$ cat src/rtl/multicycle_control.sv
// Main control FSM for the multicycle MIPS datapath: fetch/decode/execute/memory/writeback.
// Optional macro MC_ILLEGAL_TRAP_EN parks unknown opcodes in TRAP(12) until reset.
module multicycle_control #(
    parameter int WAIT_LIMIT = 15
) (
    input  logic       clk,
    input  logic       reset_n,
    input  logic [5:0] opcode,
    input  logic       zero,
    input  logic       mem_ready,
    output logic       pc_en,
    output logic       iord,
    output logic       mem_read,
    output logic       mem_write,
    output logic       ir_write,
    output logic       reg_dst,
    output logic       mem_to_reg,
    output logic       reg_write,
    output logic       alu_src_a,
    output logic [1:0] alu_src_b,
    output logic [1:0] alu_op,
    output logic       ext_zero,
    output logic [1:0] pc_src,
    output logic [3:0] state,
    output logic       timeout
);

    typedef enum logic [3:0] {
        S_FETCH  = 4'd0,
        S_DECODE = 4'd1,
        S_MEMADR = 4'd2,
        S_MEMRD  = 4'd3,
        S_MEMWB  = 4'd4,
        S_MEMWR  = 4'd5,
        S_EXEC   = 4'd6,
        S_RWB    = 4'd7,
        S_BEQ    = 4'd8,
        S_JUMP   = 4'd9,
        S_IEXEC  = 4'd10,
        S_IWB    = 4'd11
`ifdef MC_ILLEGAL_TRAP_EN
        , S_TRAP = 4'd12
`endif
    } state_t;

    localparam logic [5:0] OP_R    = 6'b000000;
    localparam logic [5:0] OP_LW   = 6'b100011;
    localparam logic [5:0] OP_SW   = 6'b101011;
    localparam logic [5:0] OP_BEQ  = 6'b000100;
    localparam logic [5:0] OP_J    = 6'b000010;
    localparam logic [5:0] OP_ADDI = 6'b001000;
    localparam logic [5:0] OP_ANDI = 6'b001100;
    localparam logic [5:0] OP_ORI  = 6'b001101;

    localparam logic [7:0] LIMIT = 8'(WAIT_LIMIT);

    state_t     r_state;
    state_t     w_next;
    logic [7:0] r_wait_cnt;
    logic [7:0] w_wait_cnt_next;
    logic       r_timeout;
    logic       w_mem_state;
    logic       w_next_mem_state;

    always_ff @(posedge clk or negedge reset_n) begin
        if (!reset_n) begin
            r_state    <= S_FETCH;
            r_wait_cnt <= 8'd0;
            r_timeout  <= 1'b0;
        end else begin
            r_state    <= w_next;
            r_wait_cnt <= w_wait_cnt_next;
            if (w_wait_cnt_next >= LIMIT) begin
                r_timeout <= 1'b1;
            end
        end
    end

    always_comb begin
        w_next = r_state;
        case (r_state)
            S_FETCH:  if (mem_ready) w_next = S_DECODE;
            S_DECODE: begin
                case (opcode)
                    OP_LW, OP_SW:               w_next = S_MEMADR;
                    OP_R:                       w_next = S_EXEC;
                    OP_BEQ:                     w_next = S_BEQ;
                    OP_J:                       w_next = S_JUMP;
                    OP_ADDI, OP_ANDI, OP_ORI:   w_next = S_IEXEC;
`ifdef MC_ILLEGAL_TRAP_EN
                    default:                    w_next = S_TRAP;
`else
                    default:                    w_next = S_FETCH;
`endif
                endcase
            end
            S_MEMADR: w_next = (opcode == OP_SW) ? S_MEMWR : S_MEMRD;
            S_MEMRD:  if (mem_ready) w_next = S_MEMWB;
            S_MEMWB:  w_next = S_FETCH;
            S_MEMWR:  if (mem_ready) w_next = S_FETCH;
            S_EXEC:   w_next = S_RWB;
            S_RWB:    w_next = S_FETCH;
            S_BEQ:    w_next = S_FETCH;
            S_JUMP:   w_next = S_FETCH;
            S_IEXEC:  w_next = S_IWB;
            S_IWB:    w_next = S_FETCH;
`ifdef MC_ILLEGAL_TRAP_EN
            S_TRAP:   w_next = S_TRAP;
`endif
            default:  w_next = S_FETCH;
        endcase
    end

    // Counter restarts only when a memory state is newly entered, not while holding in it.
    assign w_mem_state      = (r_state == S_FETCH) || (r_state == S_MEMRD) || (r_state == S_MEMWR);
    assign w_next_mem_state = (w_next == S_FETCH) || (w_next == S_MEMRD) || (w_next == S_MEMWR);

    always_comb begin
        w_wait_cnt_next = r_wait_cnt;
        if ((w_next != r_state) && w_next_mem_state) begin
            w_wait_cnt_next = 8'd0;
        end else if (w_mem_state && !mem_ready && (r_wait_cnt != 8'hFF)) begin
            w_wait_cnt_next = r_wait_cnt + 8'd1;
        end
    end

    // Strobes are forced low while reset is held so nothing completes mid-instruction.
    always_comb begin
        pc_en      = 1'b0;
        iord       = 1'b0;
        mem_read   = 1'b0;
        mem_write  = 1'b0;
        ir_write   = 1'b0;
        reg_dst    = 1'b0;
        mem_to_reg = 1'b0;
        reg_write  = 1'b0;
        alu_src_a  = 1'b0;
        alu_src_b  = 2'b00;
        alu_op     = 2'b00;
        ext_zero   = 1'b0;
        pc_src     = 2'b00;
        if (reset_n) begin
            case (r_state)
                S_FETCH: begin
                    mem_read  = 1'b1;
                    alu_src_b = 2'b01;
                    ir_write  = mem_ready;
                    pc_en     = mem_ready;
                end
                S_DECODE: alu_src_b = 2'b11;
                S_MEMADR: begin
                    alu_src_a = 1'b1;
                    alu_src_b = 2'b10;
                end
                S_MEMRD: begin
                    mem_read = 1'b1;
                    iord     = 1'b1;
                end
                S_MEMWB: begin
                    reg_write  = 1'b1;
                    mem_to_reg = 1'b1;
                end
                S_MEMWR: begin
                    mem_write = 1'b1;
                    iord      = 1'b1;
                end
                S_EXEC: begin
                    alu_src_a = 1'b1;
                    alu_op    = 2'b10;
                end
                S_RWB: begin
                    reg_write = 1'b1;
                    reg_dst   = 1'b1;
                end
                S_BEQ: begin
                    alu_src_a = 1'b1;
                    alu_op    = 2'b01;
                    pc_src    = 2'b01;
                    pc_en     = zero;
                end
                S_JUMP: begin
                    pc_src = 2'b10;
                    pc_en  = 1'b1;
                end
                S_IEXEC: begin
                    alu_src_a = 1'b1;
                    alu_src_b = 2'b10;
                    case (opcode)
                        OP_ANDI: begin
                            alu_op   = 2'b10;
                            ext_zero = 1'b1;
                        end
                        OP_ORI: begin
                            alu_op   = 2'b11;
                            ext_zero = 1'b1;
                        end
                        default: alu_op = 2'b00;
                    endcase
                end
                S_IWB: begin
                    reg_write = 1'b1;
                    ext_zero  = (opcode == OP_ANDI) || (opcode == OP_ORI);
                end
                default: ;
            endcase
        end
    end

    assign state   = r_state;
    assign timeout = r_timeout;

endmodule
$ cat config.mk
export PLATFORM = sky130hd
export DESIGN_NAME = multicycle_control
export DESIGN_NICKNAME = d
export VERILOG_FILES = /design/src/rtl/multicycle_control.sv
export SDC_FILE = /design/constraint.sdc
export NUM_CORES = 1
export LEC_CHECK = 0
export CORE_ASPECT_RATIO = 1.75
export CORE_MARGIN = 5
export CORE_UTILIZATION = 32
export DETAILED_ROUTE_END_ITERATION = 16
export PLACE_DENSITY = 0.57
export SETUP_SLACK_MARGIN = 0.1
export SLEW_MARGIN = 10
export SYNTH_ARGS = -nofsm -noshare
export SYNTH_HDL_FRONTEND = slang
export SYNTH_SLANG_ARGS = --single-unit
$ cat constraint.sdc
create_clock -name clk -period 1.8 [get_ports clk]
set_input_delay 0.18 -clock clk [delete_from_list [all_inputs] [get_ports clk]]
set_output_delay 0.18 -clock clk [all_outputs]
set_load 0.1 [all_outputs]
# Word-level counts from Yosys, hierarchy flattened
# Cells that the tools add are included.
[word_totals]
output_inout_bits = 21
elab_cells = 83
input_bits = 10
register_bits = 13
[op_classes]
reduce_logical = 20
add_sub_neg = 1
eq_ne = 22
n_lt_le_gt_ge = 1
n_mux = 36
[ops]
columns = ["op", "n"]
rows = [
  ["$pmux W4 S7", 1],
  ["$eq A4 B3 Y1 const B", 5],
  ["$pmux W4 S5", 1],
  ["$mux W1", 19],
  ["$eq A6 B4 Y1 const B", 3],
  ["$eq A4 B4 Y1 const B", 4],
  ["$mux W8", 2],
  ["$eq A4 B2 Y1 const B", 3],
  ["$eq A6 B6 Y1 const B", 2],
  ["$mux W4", 3],
  ["$pmux W2 S3", 2],
  ["$reduce_or A2 Y1", 5],
  ["$add A8 B1 Y8 const B", 1],
  ["$ge A8 B4 Y1 const B", 1],
  ["$logic_not A4 Y1", 2],
  ["$ne A8 B8 Y1 const B", 1],
  ["$pmux W2 S2", 2],
  ["$eq A6 B2 Y1 const B", 1],
  ["$eq A6 B3 Y1 const B", 1],
  ["$logic_not A6 Y1", 1],
  ["$mux W2", 3],
  ["$reduce_or A3 Y1", 2],
  ["$logic_or A1 B1 Y1", 5],
  ["$eq A4 B1 Y1 const B", 1],
  ["7 further kinds", 9],
]

# Logic depth before layout (Yosys ltp)
[depth]
word_depth = 10
depth_mapped = 8
mapped_depth_nobuf = 7

# Worst setup path after synthesis
# No wires, ideal clock.
[synth_path]
path_kind = "register to output"
from = "reg r_state[2] (netlist: state[2])"
to = "out pc_en"
setup_slack_ns = -2.875
path_stages_with_launch = 6
t_arrival_ns = 4.495
path_buffers = 3
required_ns = 1.620
path_cell_list = "dfrtp_1 buf_2 buf_2 buf_2 nand2b_1 nor4_1"
[synth_via]
elab_chain_len = 3
elab_cells_between_ends = 5
classes_between = "2 x eq/ne; 2 x mux; 1 x reduce/logical"
[synth_lines]
columns = ["item", "line", "source"]
rows = [
  ["from (decl)", "57", "state_t r_state;"],
  ["from (signal assigned)", "71", "r_state <= w_next;"],
  ["$eq A4 B4 Y1 or $logic_not A4 Y1 (tied branches)", "143", "case (r_state)"],
  ["$pmux W1 S3 *", "143", ""],
  ["$mux W1 *", "142", "if (reset_n) begin"],
  ["to (decl)", "11", "output logic pc_en,"],
]
# Every way passes the cells marked *; elsewhere a longest branch is shown, timed or not.

# Worst setup path after layout
[layout_path]
from = "reg r_state[0] (netlist: state[0])"
to = "reg r_timeout (netlist: timeout)"
[layout_via]
elab_chain_len = 8
elab_cells_between_ends = 25
classes_between = "1 x order compare; 9 x eq/ne; 6 x mux; 9 x reduce/logical"
[layout_lines]
columns = ["item", "line", "source"]
rows = [
  ["$eq A4 B4 Y1, or another cell as far along", "81", "case (r_state)"],
  ["$pmux W4 S7 or $logic_or A1 B1 Y1 (tied branches)", "81, 115", ""],
  ["$eq A4 B2 Y1, or another cell as far along", "116", "assign w_next_mem_state = (w_next == S_FETCH) || (w_next == S_MEMRD) || (w_next == S_MEMWR);"],
  ["$logic_or A1 B1 Y1 or $logic_and A1 B1 Y1 (tied branches) (2 in a row)", "116, 122", ""],
  ["$logic_and A1 B1 Y1 or $mux W8 (tied branches)", "120, 122", ""],
  ["$mux W8 *", "120", "if ((w_next != r_state) && w_next_mem_state) begin"],
  ["$ge A8 B4 Y1 *", "73", "if (w_wait_cnt_next >= LIMIT) begin"],
  ["to (signal assigned)", "69", "r_timeout <= 1'b0;"],
  ["to (signal assigned)", "74", "r_timeout <= 1'b1;"],
  ["to (decl)", "61", "logic r_timeout;"],
]
# Marked as above.
# A chain may end at the register's enable or synchronous reset.

==> tab_implementation.tex <==
\begin{tabular}{lr}
\hline
Metric & Value \\
\hline
\multicolumn{2}{l}{\textbf{Floorplan}} \\
\quad Width of the die & 59.6 um \\
\quad Std-Cell Rows & 31 \\
\quad Floorplan Core Area & 4150 um2 \\
\quad I/O pin total & 31 \\
\quad Initial standard-cell utilization of the core & 33.2\% \\
\quad DIE AREA & 5770 um2 \\
\quad Floorplan die height & 96.8 um \\
\multicolumn{2}{l}{\textbf{Timing}} \\
\quad Total of endpoints with negative setup slack in the final report & 20 \\
\quad Setup repair after global routing missed its margin & yes \\
\quad Max-slew violation count & 0 \\
\quad Fin Setup TNS & -2.29 ns \\
\quad Count of final hold-check violations & 0 \\
\quad Ratio of final minimum period to clock period & 111\% \\
\quad Normalized max-slew margin & 74.2\% \\
\quad Worst setup slack after layout & -0.198 ns \\
\quad Min Tclk post-route & 2.00 ns \\
\quad Transition time at the pin with the least slew margin & 0.386 ns \\
\quad Fmax & 500 MHz \\
\quad Max Clock Skew & 0.00302 ns \\
\multicolumn{2}{l}{\textbf{Place}} \\
\quad Number of input and output port buffers inserted & 30 \\
\quad Total half-perimeter wirelength after legalization and detailed placement & 4600 um \\
\quad GP Congestion & 0.835 \\
\multicolumn{2}{l}{\textbf{Synth}} \\
\quad Sequential element share of the synthesized area & 23.6\% \\
\quad EDFF count, synth & 0 \\
\quad Post-synthesis instance total & 181 \\
\quad Top\_reg\_cell synth & dfrtp\_1 \\
\quad Yosys warning count & 0 \\
\quad Post-synth net total & 192 \\
\quad Synthesized area per cell & 7.61 um2 \\
\quad Count of different cell masters after synthesis & 55 \\
\quad Number of storage elements in the synthesis netlist & 13 \\
\quad Share of flip-flops with an asynchronous set or reset & 100\% \\
\quad Post-synth design cell area & 1380 um2 \\
\multicolumn{2}{l}{\textbf{Cells and area}} \\
\quad Filler Cell Count & 265 \\
\quad Area taken by multi-input logic gates & 1370 um2 \\
\quad Net count reported at finish & 295 \\
\quad Most common library cell in the layout ignoring fill and taps & buf\_4 \\
\quad Most frequent cells in the layout & 63 x buf\_4, 24 x buf\_12, 15 x nand2\_1 \\
\quad Sequential cell area & 340 um2 \\
\quad Diode count & 0 \\
\quad Share of layout cells above drive strength 1 & 63.3\% \\
\quad Area added between synthesis and finish & 125\% \\
\multicolumn{2}{l}{\textbf{Critical path}} \\
\quad Cell breakdown of the critical path & buf\_8 -> nand2b\_4 -> and4bb\_1 -> nor2\_2 -> o221ai\_2 -> a2111oi\_4 -> buf\_4 -> o31ai\_2 \\
\quad Number of cell instances on the worst register-to-register path & 8 \\
\quad Startpoint of the most critical setup path & state[0]\$\_DFF\_PN0\_ \\
\quad Cell with the largest stage delay on the worst path & dfrtp\_4 \\
\quad Reg-to-Reg Start & state[0]\$\_DFF\_PN0\_ \\
\quad Data required time at the worst endpoint & 1.92 ns \\
\quad Buffers and inverters on the worst path & 2 \\
\quad Largest fanout on the critical path & 5 \\
\quad Endpoint of the most critical register-to-register path & timeout\$\_DFFE\_PN0P\_ \\
\quad Number of cells on the critical path & 8 \\
\quad Worst setup path category & reg2reg \\
\quad Category of cells accounting for the largest share of critical-path delay & flip-flops \\
\quad Kind of start point of the critical path & flop \\
\quad End point of the critical path & timeout\$\_DFFE\_PN0P\_ \\
\quad R2r setup slk & -0.20 ns \\
\quad Arrival time worst endpoint & 2.12 ns \\
\quad CP max stage delay & 0.53 ns \\
\quad Kind of capture point of the worst setup path & flop \\
\multicolumn{2}{l}{\textbf{Worst hold path}} \\
\quad Worst Hold Class & in2async \\
\multicolumn{2}{l}{\textbf{Global route}} \\
\quad Vias in the first global route & 1,828 \\
\quad First-pass GRT wire length & 8890 um \\
\quad Largest net degree at the start of global routing & 16 \\
\quad Number of antenna violations at the first check in global routing & 0 \\
\quad Total routing resource utilization after global routing & 20.1\% \\
\quad Grt total ovfl & 0 \\
\multicolumn{2}{l}{\textbf{Clock network}} \\
\quad Clock H-tree levels & 1 \\
\quad Number of clock sinks & 13 \\
\quad Master cell of the clock root buffer & clkbuf\_8 \\
\quad TritonCTS clock tree & built \\
\quad Later-pin clock latency in the skew report & 0.24 ns \\
\quad Largest buffer count on any clock path & 2 \\
\quad Cts bufs inserted & 3 \\
\quad Worst-path clk slew & 0.06 ns \\
\multicolumn{2}{l}{\textbf{Pwr}} \\
\quad Power density relative to cell area & 1220 nW/um2 \\
\quad Cell leakage power & 1.28 nW \\
\quad Sum of internal, switching and leakage power & 3.79 mW \\
\quad Worst supply voltage drop on vdd & 1.18 mV \\
\multicolumn{2}{l}{\textbf{Detailed routing}} \\
\quad Initial DRT Pass Iterations & 4 \\
\quad Total wire length & 6290 um \\
\quad Count of vias placed by the detailed router & 1,926 \\
\quad Number of remaining DRC errors & 0 \\
\quad DR WL/cell & 18.9 um \\
\quad Antenna-violating nets left & 0 \\
\quad First DRT Iteration DRCs & 55 \\
\quad Via-to-Cell Ratio & 5.80 \\
\multicolumn{2}{l}{\textbf{Run status}} \\
\quad Status & complete, but fails checks \\
\quad Failing checks & setup timing \\
\multicolumn{2}{l}{\textbf{Job}} \\
\quad Maximum Capacitance Violations & 0 \\
\hline
\end{tabular}
-- per-stage QoR --
stage	std cells	setup slack (ns)	hold WS, ns	area (um2)	util (%)
global route	332	-0.280	0.385	3100	74.6
floorplan	181	-0.731	-0.116	1600	-
global placement	304	-0.433	0.476	2490	60.0
finish	332	-0.198	0.386	3100	74.6
CTS	313	-0.189	0.363	2720	65.6
detailed placement	304	-0.489	0.473	2490	60.0
-- area by class of cell --
cell class,instances,area share [%]
well taps,49,1.98
inverters,5,1.17
clock inverters,1,0.162
repair buffers,112,40.2
multi-input cells,149,44.1
clock buffers,3,1.33
flip-flops and latches,13,11.0
-- worst min path at each step --
stage,startpoint,to,slack (ns),depth (start not counted)
finish,reset_n,state[3]$_DFF_PN0_,0.39,2
global route,reset_n,state[3]$_DFF_PN0_,0.39,2
CTS,reset_n,state[3]$_DFF_PN0_,0.36,2
detailed placement,timeout$_DFFE_PN0P_,timeout$_DFFE_PN0P_,0.47,2
global placement,timeout$_DFFE_PN0P_,timeout$_DFFE_PN0P_,0.48,2
floorplan,reset_n,r_wait_cnt[0]$_DFF_PN0_,-0.12,0
-- where the power goes --
part	internal, mW	switching, mW	total, mW
sequential	0.358	0.104	0.462
clock	0.152	0.0988	0.251
combinational	1.39	1.68	3.08
total	1.90	1.89	3.79
-- per-layer routing --
layer | track usage, % | routed length, um
met1 | 17.0 | 1950
met2 | 41.9 | 3730
met3 | 1.20 | 222
met4 | 10.1 | 376
met5 | 0 | 0
-- sequential cells by signal (all words and copies together), names as in the netlist --
name        cells
r_wait_cnt      8
state           4
timeout         1
-- logic make-up (layout without fill, tap and decap cells) --
logic type                 count (synthesis)  count (layout)  share of synthesized area (%)
AOI/OAI and AO/OA                         43              43                           24.3
xor gates and xnor gates                   8               8                           5.09
adders and majority gates                  1               1                          0.908
buffers and inverters                     19             121                           6.45
DFF                                       13              13                           23.6
muxes                                      3               3                           2.18
and+or+nand+nor                           94              94                           37.4
-- synthesized netlist by cell type (all sizes together), types with 2 or more instances --
master	instances	share of area (%)
a211oi	4	2.2
and3	2	0.91
nand4	6	2.7
and4	3	1.9
nor3b	2	1.1
nor3	20	8.0
nor2b	4	1.8
o211ai	2	1.5
o311a	2	1.5
nand3	6	2.2
o41ai	2	1.8
nor2	18	5.1
buf	11	4.3
inv	5	1.4
o21a	3	1.6
a21oi	10	3.9
o21ai	7	2.5
or2	2	0.91
nand3b	2	1.1
mux2i	3	2.2
xor2	5	3.2
xnor2	3	1.9
nor4	4	1.8
dfrtp	13	24
a31oi	2	0.91
nand2	18	4.9
clkbuf	3	0.82
nand2b	3	1.5
-- timing repair --
item                                    CTS  global route
endpoints found under the setup margin   24            26
gates cloned                              1             1
pin swaps                                18            14
buffers inserted                          4            18
resized for setup                        43            46
hold buffers                              0             0
Power figures use the tool's default switching activity.
